## src/rtl/bcd_freq_gen_if.sv

```systemverilog
// Request/status bundle of the BCD-programmed square-wave generator.
// The master drives the digits and load; the slave reports status and the wave.
interface bcd_freq_gen_if;
    logic        load;
    logic [3:0]  seg0;
    logic [3:0]  seg1;
    logic [3:0]  seg2;
    logic [3:0]  seg3;
    logic        busy;
    logic        done;
    logic        err;
    logic [13:0] freq_bin;
    logic        freq_out;

    modport master (
        output load, seg0, seg1, seg2, seg3,
        input  busy, done, err, freq_bin, freq_out
    );

    modport slave (
        input  load, seg0, seg1, seg2, seg3,
        output busy, done, err, freq_bin, freq_out
    );
endinterface

```

## src/rtl/bcd_freq_gen.sv

```systemverilog
// Four-digit BCD frequency in, 50 % square wave out: serial BCD-to-binary
// conversion followed by a phase-accumulator divider stepping by 2*f per clock.
module bcd_freq_gen #(
    parameter int CLK_FRE = 12_000_000,
    parameter int ACC_W   = 25
) (
    input  logic           clk,
    input  logic           rst,
    bcd_freq_gen_if.slave  bus
);

    typedef enum logic [1:0] {IDLE, CONV, RUN} state_t;

    localparam logic [ACC_W-1:0] CLK_LIM = ACC_W'(CLK_FRE);

    state_t             state_q, state_d;
    logic               prev_run_q, prev_run_d;
    logic [1:0]         idx_q, idx_d;
    logic [15:0]        digits_q, digits_d;
    logic [13:0]        bin_q, bin_d;
    logic               busy_q, busy_d;
    logic               done_q, done_d;
    logic               err_q, err_d;
    logic [13:0]        freq_bin_q, freq_bin_d;
    logic               freq_out_q, freq_out_d;
    logic [ACC_W-1:0]   acc_q, acc_d;
    logic [ACC_W-1:0]   inc_q, inc_d;

    logic [3:0]         cur_digit;
    logic [13:0]        bin_next;
    logic [ACC_W-1:0]   bin_x2;
    logic [ACC_W-1:0]   acc_sum;
    logic               bad_digit;

    always_comb begin
        state_d    = state_q;
        prev_run_d = prev_run_q;
        idx_d      = idx_q;
        digits_d   = digits_q;
        bin_d      = bin_q;
        busy_d     = busy_q;
        done_d     = 1'b0;
        err_d      = err_q;
        freq_bin_d = freq_bin_q;
        freq_out_d = freq_out_q;
        acc_d      = acc_q;
        inc_d      = inc_q;

        // Thousands digit first, so the latched word is consumed from the top nibble down.
        case (idx_q)
            2'd0:    cur_digit = digits_q[15:12];
            2'd1:    cur_digit = digits_q[11:8];
            2'd2:    cur_digit = digits_q[7:4];
            default: cur_digit = digits_q[3:0];
        endcase
        bin_next  = bin_q * 14'd10 + {10'd0, cur_digit};
        bin_x2    = ACC_W'({bin_next, 1'b0});
        acc_sum   = acc_q + inc_q;
        bad_digit = (bus.seg0 > 4'd9) || (bus.seg1 > 4'd9) ||
                    (bus.seg2 > 4'd9) || (bus.seg3 > 4'd9);

        // The divider free-runs in every state; with a zero increment it never toggles.
        if (acc_sum >= CLK_LIM) begin
            acc_d      = acc_sum - CLK_LIM;
            freq_out_d = ~freq_out_q;
        end else begin
            acc_d      = acc_sum;
        end

        case (state_q)
            IDLE, RUN: begin
                if (bus.load) begin
                    if (bad_digit) begin
                        err_d = 1'b1;
                    end else begin
                        digits_d   = {bus.seg3, bus.seg2, bus.seg1, bus.seg0};
                        bin_d      = 14'd0;
                        idx_d      = 2'd0;
                        prev_run_d = (state_q == RUN);
                        state_d    = CONV;
                        busy_d     = 1'b1;
                        err_d      = 1'b0;
                    end
                end
            end
            CONV: begin
                bin_d = bin_next;
                idx_d = idx_q + 2'd1;
                if (idx_q == 2'd3) begin
                    busy_d = 1'b0;
                    if (bin_x2 >= CLK_LIM) begin
                        err_d   = 1'b1;
                        state_d = prev_run_q ? RUN : IDLE;
                    end else if (bin_next == 14'd0) begin
                        freq_bin_d = 14'd0;
                        inc_d      = '0;
                        acc_d      = '0;
                        freq_out_d = 1'b0;
                        state_d    = IDLE;
                        done_d     = 1'b1;
                    end else begin
                        // Phase restarts but the level is held, avoiding a runt pulse.
                        freq_bin_d = bin_next;
                        inc_d      = bin_x2;
                        acc_d      = '0;
                        freq_out_d = freq_out_q;
                        state_d    = RUN;
                        done_d     = 1'b1;
                    end
                end
            end
            default: begin
                state_d = IDLE;
            end
        endcase
    end

    always_ff @(posedge clk) begin
        if (rst) begin
            state_q    <= IDLE;
            prev_run_q <= 1'b0;
            idx_q      <= 2'd0;
            digits_q   <= 16'd0;
            bin_q      <= 14'd0;
            busy_q     <= 1'b0;
            done_q     <= 1'b0;
            err_q      <= 1'b0;
            freq_bin_q <= 14'd0;
            freq_out_q <= 1'b0;
            acc_q      <= '0;
            inc_q      <= '0;
        end else begin
            state_q    <= state_d;
            prev_run_q <= prev_run_d;
            idx_q      <= idx_d;
            digits_q   <= digits_d;
            bin_q      <= bin_d;
            busy_q     <= busy_d;
            done_q     <= done_d;
            err_q      <= err_d;
            freq_bin_q <= freq_bin_d;
            freq_out_q <= freq_out_d;
            acc_q      <= acc_d;
            inc_q      <= inc_d;
        end
    end

    assign bus.busy     = busy_q;
    assign bus.done     = done_q;
    assign bus.err      = err_q;
    assign bus.freq_bin = freq_bin_q;
    assign bus.freq_out = freq_out_q;

endmodule
```

## src/flat_wrapper.sv

```systemverilog
// flat-port wrapper written by rule: the top's interface ports become plain ports
module bcd_freq_gen_flat 
#(
    parameter int CLK_FRE = 12_000_000,
    parameter int ACC_W   = 25
)
  (clk, rst, bus_load, bus_seg0, bus_seg1, bus_seg2, bus_seg3, bus_busy, bus_done, bus_err, bus_freq_bin, bus_freq_out);
  bcd_freq_gen_if bus_i ();
  input  logic clk;
  input  logic rst;
  input wire logic [$bits(bus_i.load)-1:0] bus_load;
  input wire logic [$bits(bus_i.seg0)-1:0] bus_seg0;
  input wire logic [$bits(bus_i.seg1)-1:0] bus_seg1;
  input wire logic [$bits(bus_i.seg2)-1:0] bus_seg2;
  input wire logic [$bits(bus_i.seg3)-1:0] bus_seg3;
  output wire logic [$bits(bus_i.busy)-1:0] bus_busy;
  output wire logic [$bits(bus_i.done)-1:0] bus_done;
  output wire logic [$bits(bus_i.err)-1:0] bus_err;
  output wire logic [$bits(bus_i.freq_bin)-1:0] bus_freq_bin;
  output wire logic [$bits(bus_i.freq_out)-1:0] bus_freq_out;
  assign bus_i.load = bus_load;
  assign bus_i.seg0 = bus_seg0;
  assign bus_i.seg1 = bus_seg1;
  assign bus_i.seg2 = bus_seg2;
  assign bus_i.seg3 = bus_seg3;
  assign bus_busy = bus_i.busy;
  assign bus_done = bus_i.done;
  assign bus_err = bus_i.err;
  assign bus_freq_bin = bus_i.freq_bin;
  assign bus_freq_out = bus_i.freq_out;
  bcd_freq_gen #(.CLK_FRE(CLK_FRE), .ACC_W(ACC_W)) u_core (.clk(clk), .rst(rst), .bus(bus_i));
endmodule
```

## config.mk

```make
export PLATFORM = sky130hd
export DESIGN_NAME = bcd_freq_gen_flat
export DESIGN_NICKNAME = d
export VERILOG_FILES = /design/src/rtl/bcd_freq_gen_if.sv /design/src/rtl/bcd_freq_gen.sv /design/src/flat_wrapper.sv
export SDC_FILE = /design/constraint.sdc
export NUM_CORES = 1
export LEC_CHECK = 0
export CORE_UTILIZATION = 40
export DETAILED_ROUTE_END_ITERATION = 16
export PLACE_DENSITY = 0.65
export SLEW_MARGIN = 25
export SYNTH_ARGS = -nofsm -noshare
export SYNTH_HDL_FRONTEND = slang
export SYNTH_SLANG_ARGS = --single-unit
```

## constraint.sdc

```tcl
create_clock -name clk -period 6.48 [get_ports clk]
set_clock_uncertainty 0.15 [all_clocks]
set_input_delay 0.972 -clock clk [delete_from_list [all_inputs] [get_ports clk]]
set_output_delay 0.972 -clock clk [all_outputs]
set_load 0.1 [all_outputs]
```

==> results of run 1 <==
## cell usage in the layout, fill, tap and decap left out, types with 5 or more instances in the layout
master           count
nand2_1             77
a21o_1              13
ha_1                41
nor2b_1              5
o211ai_1             8
o21ai_1              7
and2_1               9
o21a_1               7
and3_1              11
nand2b_1             5
xor2_1              12
nor3_1              14
clkdlybuf4s50_1     36
a21oi_1             57
a211o_1              6
xnor2_1             20
nand3_1             20
clkbuf_16            9
a211oi_1            20
or3_1                8
nand4_1             10
a31oi_1             13
nor2_1              71
o21ai_0             38
dfxtp_1             75
inv_1               16
## stage by stage
stage | power [W] | setup slack [ns] | hold WS, ns | cell area [µm²] | utilization, %
final | 0.001083 | 2.024 | 0.3078 | 6077 | 47.58
after global routing | 0.001116 | 1.822 | 0.3238 | 6077 | 47.58
after CTS | 0.001088 | 2.032 | 0.3086 | 6076 | 47.57
after detailed placement | 0.0005789 | 2.110 | 0.2996 | 5776 | 45.21
after global placement | 0.0005770 | 2.179 | 0.2938 | 5767 | 45.15
after floorplan | 0.0005484 | 2.269 | 0.2832 | 5306 | -
## kinds of logic (layout without fill, tap and decap cells)
kind of cell               after synthesis  count (layout)  synth area share [%]
buffers and inverters                   47              70                 3.608
and+or+nand+nor                        265             265                 24.59
DFF                                     75              75                 28.30
adders and majority gates               44              44                 10.80
muxes                                    4               4                0.7781
AOI/OAI and AO/OA                      210             210                 26.64
xor gates and xnor gates                32              32                 5.282
## path summary, 6_finish.rpt
kind                                   start  cells past startpoint  slack (ns)                         endpoint
min          u_core.digits_q[0]$_SDFFE_PP0P_                      2        0.31  u_core.digits_q[0]$_SDFFE_PP0P_
min reg2reg  u_core.digits_q[0]$_SDFFE_PP0P_                      2        0.31  u_core.digits_q[0]$_SDFFE_PP0P_
max reg2reg     u_core.inc_q[1]$_SDFFE_PP0P_                     11        2.02      u_core.acc_q[17]$_SDFF_PP0_
max             u_core.inc_q[1]$_SDFFE_PP0P_                     11        2.02      u_core.acc_q[17]$_SDFF_PP0_
## cell type report
cell class                 instances  area, µm²
fill                            1260       6696
multi-input combinational        555       3628
sequential                        75       1501
timing repair buffer              37      367.9
clock buffer                       9      225.2
tap                              172      215.2
clock inverter                     7      75.07
inverter                          17      63.81
## routing by layer
metal  wire [µm]  global-route usage [%]  vias up
met5           0                       0        -
met4         257                   7.004        0
met3         573                   4.274       20
met2        6604                   37.06      116
met1        6542                   27.51     2398
li1            -                       -     2527
## synthesized netlist by cell type, types with 3 or more instances
cell,number
a211o_1,6
a211oi_1,20
a21o_1,13
a21oi_1,57
a222oi_1,3
a22o_1,4
a31oi_1,13
and2_1,9
and3_1,11
and3b_1,4
and4_1,3
buf_2,9
clkbuf_1,18
dfxtp_1,75
fa_1,3
ha_1,41
inv_1,16
mux2i_1,3
nand2_1,77
nand2b_1,5
nand3_1,20
nand4_1,10
nor2_1,72
nor2b_1,5
nor3_1,15
nor3b_1,4
nor4_1,4
o211ai_1,8
o21a_1,7
o21ai_0,38
o21ai_1,7
o21bai_1,4
o31ai_1,4
or2_2,4
or3_1,9
or4_1,3
xnor2_1,20
xor2_1,12
## state kept, by name, summed over array words and instances, names as in the netlist
signal	flops
u_core.acc_q	24
u_core.digits_q	16
u_core.inc_q	14
u_core.bin_q	13
u_core.idx_q	2
u_core.state_q	2
u_core.bus.busy	1
u_core.bus.done	1
u_core.bus.err	1
u_core.bus.freq_out	1
## power by group
part           internal, W  switching (W)
sequential        0.000469     0.00000839
clock             0.000301       0.000212
combinational    0.0000372      0.0000554
## critical path: cells and delay by family (launching register included)
family	cells	cell delay [ns]
fa+ha+maj	2	0.72
flops	1	0.33
simple gates	3	1.47
compound gates	6	1.68
==> impl_metrics.py, run 1 <==
metrics = {
    "cts": {
        "hold_buffers": 0,
        "clockRootBuffer": "clkbuf_16",
        "h-tree-depth": 3,
        "cts_setup_buffers": 0,
        "cts_tree": "built",
        "cts-resized-gates": 0,
        "clk_latency_ns": 0.34,
        "clk_pin_slew_ns": 0.06,
        "cts_buffers": 9,
        "cts.sinks": 75,
        "cts.path.max_buffers": 2,
    },
    "global_route": {
        "first_global_vias": 4839,
        "grt_overflow": 0,
        "grt_pass1_wl_mm": 23.25,
        "antenna_found_initial": 0,
        "track_usage_pct": 21.73,
        "grt_max_degree": 42,
    },
    "sta": {
        "fin_setup_tns_ns": 0,
        "max_freq_ghz": 0.2244,
        "finalSetupViolations": 0,
        "min_period_over_period_pct": 68.76,
        "slew_violations": 0,
        "hold_violations": 0,
        "rsz0062_at_grt": "false",
        "worst_pin_slew_ns": 0.9976,
        "fin_crit_ns": 4.456,
        "relSlewSlack_pct": 33.28,
    },
    "placed_design": {
        "io_buffers": 36,
        "place_inst": 856,
        "gp_congestion": 0.9366,
        "dp_hpwl_mm": 10.58,
    },
    "layout": {
        "layoutNonFillerInstCount": 872,
        "final_net_count": 758,
        "drive_gt1_share_pct": 5.286,
        "antenna_cells": 0,
        "synthToLayoutAreaGrowth_pct": 14.52,
    },
    "drt": {
        "antenna_left": 0,
        "num_vias": 5061,
        "drc": 0,
        "drtPass1Iterations": 5,
        "drt_iter0_drc": 369,
        "post_drt_wl_per_cell_um": 16.03,
        "vias_per_cell": 5.804,
        "finalWirelength_mm": 13.98,
    },
    "synthesis": {
        "synth_area_um2": 5306,
        "synth_top_cell_area_share_pct": 28.30,
        "synthCells": 677,
        "syn-mean-instance-area_um2": 7.838,
        "synth_fp_nets": 740,
        "ys_warn_count": 0,
        "ys_ff_latch": 75,
        "async_flop_share_pct": 0,
        "synth_cell_types": 71,
        "synthFlopType": "dfxtp_1",
        "ys_seq_area_share_pct": 28.30,
        "synth-edff-count": 0,
        "yosysTopAreaCell": "dfxtp_1",
        "yosys-top-cells-area": "dfxtp_1 (28%), ha_1 (9.7%), nand2_1 (5.4%), a21oi_1 (5.4%), nor2_1 (5.1%)",
    },
    "floorplan": {
        "dieWidth_um": 117.2,
        "die-area_um2": 13730,
        "chipHeight_um": 117.2,
        "row_count": 41,
        "io_pins": 37,
        "coreArea_um2": 12770,
        "start_util_pct": 41.54,
    },
    "critical_path": {
        "critPathSlowestCell": "or4_4",
        "path_max_fanout": 28,
        "cp-end-kind": "flip-flop",
        "crit_type": "reg2reg",
        "cpPeakStageDelay_ns": 0.59,
        "arrival_ns": 4.57,
        "worstSetupStartpointType": "flip-flop",
        "crit_required_ns": 6.59,
        "crit_chain": "ha_1, fa_1, a211o_1, a21oi_2, o22ai_1, or4_4, and4bb_1, a211oi_1, o221a_1, or4_1, a21oi_1",
    },
    "outcome": {
        "run_status": "completed",
    },
    "min_path": {
        "hold_class": "reg2reg",
    },
    "run": {
        "drv_cap": 0,
    },
    "power_and_ir_drop": {
        "p_leak_nw": 2.451,
        "power_density_nw_per_um2": 178.2,
        "ir_drop_uv": 133.2,
    },
}
Power figures use the tool's default switching activity.
==> run 2: changes to the inputs <==
==> constraint.sdc (replaced) <==
create_clock -name clk -period 4.6 [get_ports clk]
set_clock_uncertainty 0.15 [all_clocks]
set_input_delay 0.69 -clock clk [delete_from_list [all_inputs] [get_ports clk]]
set_output_delay 0.69 -clock clk [all_outputs]
set_load 0.1 [all_outputs]
==> impl_metrics.py, run 2 (synthesized netlist as in run 1, its figures left out) <==
metrics = {
    "cts": {
        "cts.path.max_buffers": 2,
        "cts_buffers": 9,
        "h-tree-depth": 3,
        "cts-resized-gates": 0,
        "clockRootBuffer": "clkbuf_16",
        "cts_setup_buffers": 0,
        "cts.sinks": 75,
        "hold_buffers": 0,
        "clk_pin_slew_ns": 0.06,
        "clk_latency_ns": 0.33,
        "cts_tree": "built",
    },
    "sta": {
        "fin_setup_tns_ns": 0,
        "max_freq_ghz": 0.2468,
        "finalSetupViolations": 0,
        "slew_violations": 0,
        "rsz0062_at_grt": "false",
        "worst_pin_slew_ns": 0.9764,
        "relSlewSlack_pct": 34.70,
        "min_period_over_period_pct": 88.08,
        "hold_violations": 0,
        "fin_crit_ns": 4.052,
    },
    "critical_path": {
        "reg2reg_to": "u_core.acc_q[17]$_SDFF_PP0_",
        "critPathSlowestCell": "fa_1",
        "cpPeakStageDelay_ns": 0.45,
        "r2r_slack_ns": 0.55,
        "worstRegToRegCells": 14,
        "crit_chain": "ha_1, fa_1, a211o_1, nand3_1, and4b_1, ha_1, nand3_1, nor3_1, and4bb_1, a211oi_1, o221a_1, buf_4, or4_1, a21oi_1",
        "crit_required_ns": 4.71,
        "crit_path_end": "u_core.acc_q[17]$_SDFF_PP0_",
        "path_max_fanout": 9,
        "r2r_start": "u_core.inc_q[1]$_SDFFE_PP0P_",
        "cp-end-kind": "flip-flop",
        "startpoint": "u_core.inc_q[1]$_SDFFE_PP0P_",
        "crit_type": "reg2reg",
        "worstSetupStartpointType": "flip-flop",
        "arrival_ns": 4.16,
    },
    "placed_design": {
        "io_buffers": 36,
        "dp_hpwl_mm": 10.77,
        "gp_congestion": 0.9115,
    },
    "global_route": {
        "grt_pass1_wl_mm": 23.08,
        "antenna_found_initial": 0,
        "track_usage_pct": 21.71,
        "first_global_vias": 4856,
        "grt_overflow": 0,
        "grt_max_degree": 42,
    },
    "floorplan": {
        "row_count": 41,
        "io_pins": 37,
        "die-area_um2": 13730,
        "coreArea_um2": 12770,
        "start_util_pct": 41.54,
        "chipHeight_um": 117.2,
        "dieWidth_um": 117.2,
    },
    "layout": {
        "drive_gt1_share_pct": 5.824,
        "synthToLayoutAreaGrowth_pct": 15.26,
        "largest-register": "u_core.acc_q",
        "antenna_cells": 0,
        "layout_commonest_cell": "nand2_1",
        "top_regs": "u_core.acc_q (24), u_core.digits_q (16), u_core.inc_q (14)",
        "final_net_count": 763,
        "largest_reg_flops": 24,
        "final_cell_mix": "nand2_1 (77), dfxtp_1 (75), nor2_1 (71)",
    },
    "drt": {
        "finalWirelength_mm": 14.02,
        "vias_per_cell": 5.776,
        "antenna_left": 0,
        "drt_iter0_drc": 306,
        "drtPass1Iterations": 5,
        "post_drt_wl_per_cell_um": 16.00,
        "drc": 0,
        "num_vias": 5060,
    },
    "power_and_ir_drop": {
        "p_leak_nw": 2.465,
        "power_density_nw_per_um2": 249.1,
        "total_power_w": 0.001523,
        "clkPwrFrac_pct": 47.0,
        "ir_drop_uv": 149.3,
        "p_int_w": 0.001150,
        "power_frac_comb_pct": 8.9,
        "p_seq_share_pct": 44.1,
        "swShare_pct": 24.50,
        "power.switching_w": 0.0003733,
    },
    "run": {
        "drv_cap": 0,
    },
    "min_path": {
        "hold_class": "reg2reg",
    },
    "outcome": {
        "run_status": "completed",
    },
}
-- run 2: cell types whose count changed in the layout (fill, tap and decap cells not counted) --
cell        previous run  this run
clkinv_4               2         1
clkinv_2               2         0
clkinvlp_4             0         2
inv_6                  2         1
clkbuf_8               0         1
buf_4                  1         6
-- run 2: power by group through the flow --
stage / logic, W / clock network, W / registers (W)
final: 0.000136 / 0.000716 / 0.000672
after global routing: 0.000149 / 0.000759 / 0.000673
after CTS: 0.000134 / 0.000728 / 0.000672
after detailed placement: 0.000133 / 0 / 0.000686
after global placement: 0.000131 / 0 / 0.000686
after floorplan: 0.0000812 / 0 / 0.000691
-- run 2: worst min path at each step --
stage,start,endpoint,cells past startpoint
6_report,u_core.digits_q[2]$_SDFFE_PP0P_,u_core.digits_q[2]$_SDFFE_PP0P_,2
5_1_grt,u_core.digits_q[2]$_SDFFE_PP0P_,u_core.digits_q[2]$_SDFFE_PP0P_,2
4_1_cts,u_core.digits_q[2]$_SDFFE_PP0P_,u_core.digits_q[2]$_SDFFE_PP0P_,2
3_5_place_dp,u_core.digits_q[2]$_SDFFE_PP0P_,u_core.digits_q[2]$_SDFFE_PP0P_,2
3_3_place_gp,u_core.digits_q[2]$_SDFFE_PP0P_,u_core.digits_q[2]$_SDFFE_PP0P_,2
2_1_floorplan,u_core.digits_q[0]$_SDFFE_PP0P_,u_core.digits_q[0]$_SDFFE_PP0P_,2
-- run 2: routing by layer --
layer | wire length [µm] | GRT usage, %
met5 | 0 | 0
met1 | 6458 | 26.47
met4 | 256 | 6.329
met2 | 6830 | 38.55
met3 | 471 | 4.325
-- run 2: cell type report --
class	instances	area, µm²
fillers	1282	6658
multi-input cells	555	3628
flip-flops and latches	75	1501
repair buffers	42	405.4
clock buffers	10	239.0
well taps	172	215.2
inverters	17	63.81
clock inverters	5	62.56
-- run 2: worst max-delay path: cells and delay by family (launching register included) --
kind | cells | cell delay, ns
flops | 1 | 0.33
fa+ha+maj | 3 | 0.99
compound gates | 4 | 0.85
buf+inv | 1 | 0.16
simple gates | 6 | 1.48
-- run 2: metrics by stage --
| step | cell area [µm²] | cells | setup slack [ns] | hold slack (ns) | utilization (%) |
|---|---|---|---|---|---|
| after global placement | 5804 | 861 | 0.6102 | 0.2984 | 45.44 |
| after detailed placement | 5807 | 861 | 0.5975 | 0.2990 | 45.46 |
| final | 6116 | 876 | 0.5484 | 0.3032 | 47.88 |
| after global routing | 6116 | 876 | 0.3209 | 0.3331 | 47.88 |
| after floorplan | 5306 | 677 | 0.3888 | 0.2832 | - |
| after CTS | 6108 | 876 | 0.5390 | 0.3074 | 47.82 |
==> run 3: changes to the inputs <==
--- a/config.mk
+++ b/config.mk
@@ -8,7 +8,7 @@
 export CORE_UTILIZATION = 40
 export DETAILED_ROUTE_END_ITERATION = 16
 export PLACE_DENSITY = 0.65
-export SLEW_MARGIN = 25
+export SLEW_MARGIN = 20
 export SYNTH_ARGS = -nofsm -noshare
 export SYNTH_HDL_FRONTEND = slang
 export SYNTH_SLANG_ARGS = --single-unit
==> impl_metrics.py, run 3 (synthesized netlist as in run 1, its figures left out) <==
metrics = {
    "sta": {
        "relSlewSlack_pct": 29.70,
        "rsz0062_at_grt": "false",
        "whs_ns": 0.3033,
        "hold_violations": 0,
        "finalSetupViolations": 0,
        "max_freq_ghz": 0.2459,
        "fin_setup_tns_ns": 0,
        "fin_ws_ns": 0.5335,
        "slew_violations": 0,
        "min_period_over_period_pct": 88.40,
        "fin_crit_ns": 4.067,
        "worst_pin_slew_ns": 1.054,
    },
    "drt": {
        "drt_iter0_drc": 294,
        "post_drt_wl_per_cell_um": 16.00,
        "num_vias": 5044,
        "drtPass1Iterations": 7,
        "drc": 0,
        "antenna_left": 0,
        "finalWirelength_mm": 14.02,
        "vias_per_cell": 5.758,
    },
    "layout": {
        "drive_gt1_share_pct": 5.682,
        "synthToLayoutAreaGrowth_pct": 15.23,
        "largest_reg_flops": 24,
        "layout_commonest_cell": "nand2_1",
        "final_cell_mix": "nand2_1 (77), dfxtp_1 (75), nor2_1 (71)",
        "top_regs": "u_core.acc_q (24), u_core.digits_q (16), u_core.inc_q (14)",
        "antenna_cells": 0,
        "largest-register": "u_core.acc_q",
        "final_net_count": 763,
    },
    "placed_design": {
        "place_ws_ns": 0.5975,
        "gp_congestion": 0.9115,
        "dp_hpwl_mm": 10.77,
        "io_buffers": 36,
    },
    "global_route": {
        "grt_overflow": 0,
        "grt_pass1_wl_mm": 23.08,
        "grt_max_degree": 42,
        "grt_most_used_layer": "met2",
        "grtUsageMet3_pct": 4.325,
        "met2_usage_pct": 38.55,
        "antenna_found_initial": 0,
        "first_global_vias": 4856,
        "track_usage_pct": 21.71,
        "grtUsageMet1_pct": 26.47,
    },
    "cts": {
        "cts.sinks": 75,
        "clk_pin_slew_ns": 0.06,
        "clockRootBuffer": "clkbuf_16",
        "cts.path.max_buffers": 2,
        "cts_setup_buffers": 0,
        "clk_latency_ns": 0.33,
        "h-tree-depth": 3,
        "hold_buffers": 0,
        "cts-resized-gates": 0,
        "cts_buffers": 9,
        "cts_tree": "built",
    },
    "floorplan": {
        "die-area_um2": 13730,
        "dieWidth_um": 117.2,
        "chipHeight_um": 117.2,
        "start_util_pct": 41.54,
        "row_count": 41,
        "io_pins": 37,
        "coreArea_um2": 12770,
    },
    "power_and_ir_drop": {
        "p_leak_nw": 2.464,
        "power_density_nw_per_um2": 249.2,
        "ir_drop_uv": 149.0,
    },
    "critical_path": {
        "cp-end-kind": "flip-flop",
        "crit_required_ns": 4.71,
        "arrival_ns": 4.18,
        "worstSetupStartpointType": "flip-flop",
        "crit_type": "reg2reg",
        "path_max_fanout": 9,
    },
    "run": {
        "drv_cap": 0,
    },
    "min_path": {
        "hold_class": "reg2reg",
    },
    "outcome": {
        "run_status": "completed",
    },
}
-- run 3: path summary, 6_finish.rpt --
check,from,slack (ns),to,depth (start not counted)
hold reg to reg,u_core.digits_q[2]$_SDFFE_PP0P_,0.30,u_core.digits_q[2]$_SDFFE_PP0P_,2
setup / recovery,u_core.inc_q[1]$_SDFFE_PP0P_,0.53,u_core.acc_q[17]$_SDFF_PP0_,14
hold / removal,u_core.digits_q[2]$_SDFFE_PP0P_,0.30,u_core.digits_q[2]$_SDFFE_PP0P_,2
setup reg to reg,u_core.inc_q[1]$_SDFFE_PP0P_,0.53,u_core.acc_q[17]$_SDFF_PP0_,14
-- run 3: report_power, final --
part	total, W	leakage [nW]	internal (W)	switching (W)
sequential	0.000672	0.606	0.000661	0.0000117
combinational	0.000135	1.72	0.0000548	0.0000804
clock	0.000716	0.141	0.000434	0.000282
total	0.00152	2.46	0.00115	0.000374
-- run 3: routing by layer --
metal	wire length, µm	share of wire (%)
met5	0	0
met4	237	1.7
met3	502	3.6
met2	6833	49
met1	6446	46
-- run 3: area by class of cell --
cell class	count	area (µm²)
inverters	17	63.81
repair buffers	42	405.4
well taps	172	215.2
clock inverters	5	62.56
clock buffers	10	239.0
fillers	1281	6659
multi-input cells	555	3627
flip-flops and latches	75	1501
-- run 3: critical path, cell delays in order, from the launching register on --
cell	delay, ns
dfxtp_1	0.33
ha_1	0.27
fa_1	0.45
a211o_1	0.37
nand3_1	0.09
and4b_1	0.25
ha_1	0.27
nand3_1	0.10
nor3_1	0.37
and4bb_1	0.28
a211oi_1	0.08
o221a_1	0.26
buf_4	0.16
or4_1	0.39
a21oi_1	0.16
-- run 3: through the flow --
stage               power [W]  utilization, %  instance area [µm²]  cells
floorplan           0.0007725               -                 5306    677
global placement    0.0008165           45.44                 5804    861
detailed placement  0.0008191           45.46                 5807    861
CTS                  0.001533           47.82                 6108    876
global route         0.001581           47.87                 6115    876
finish               0.001524           47.87                 6115    876
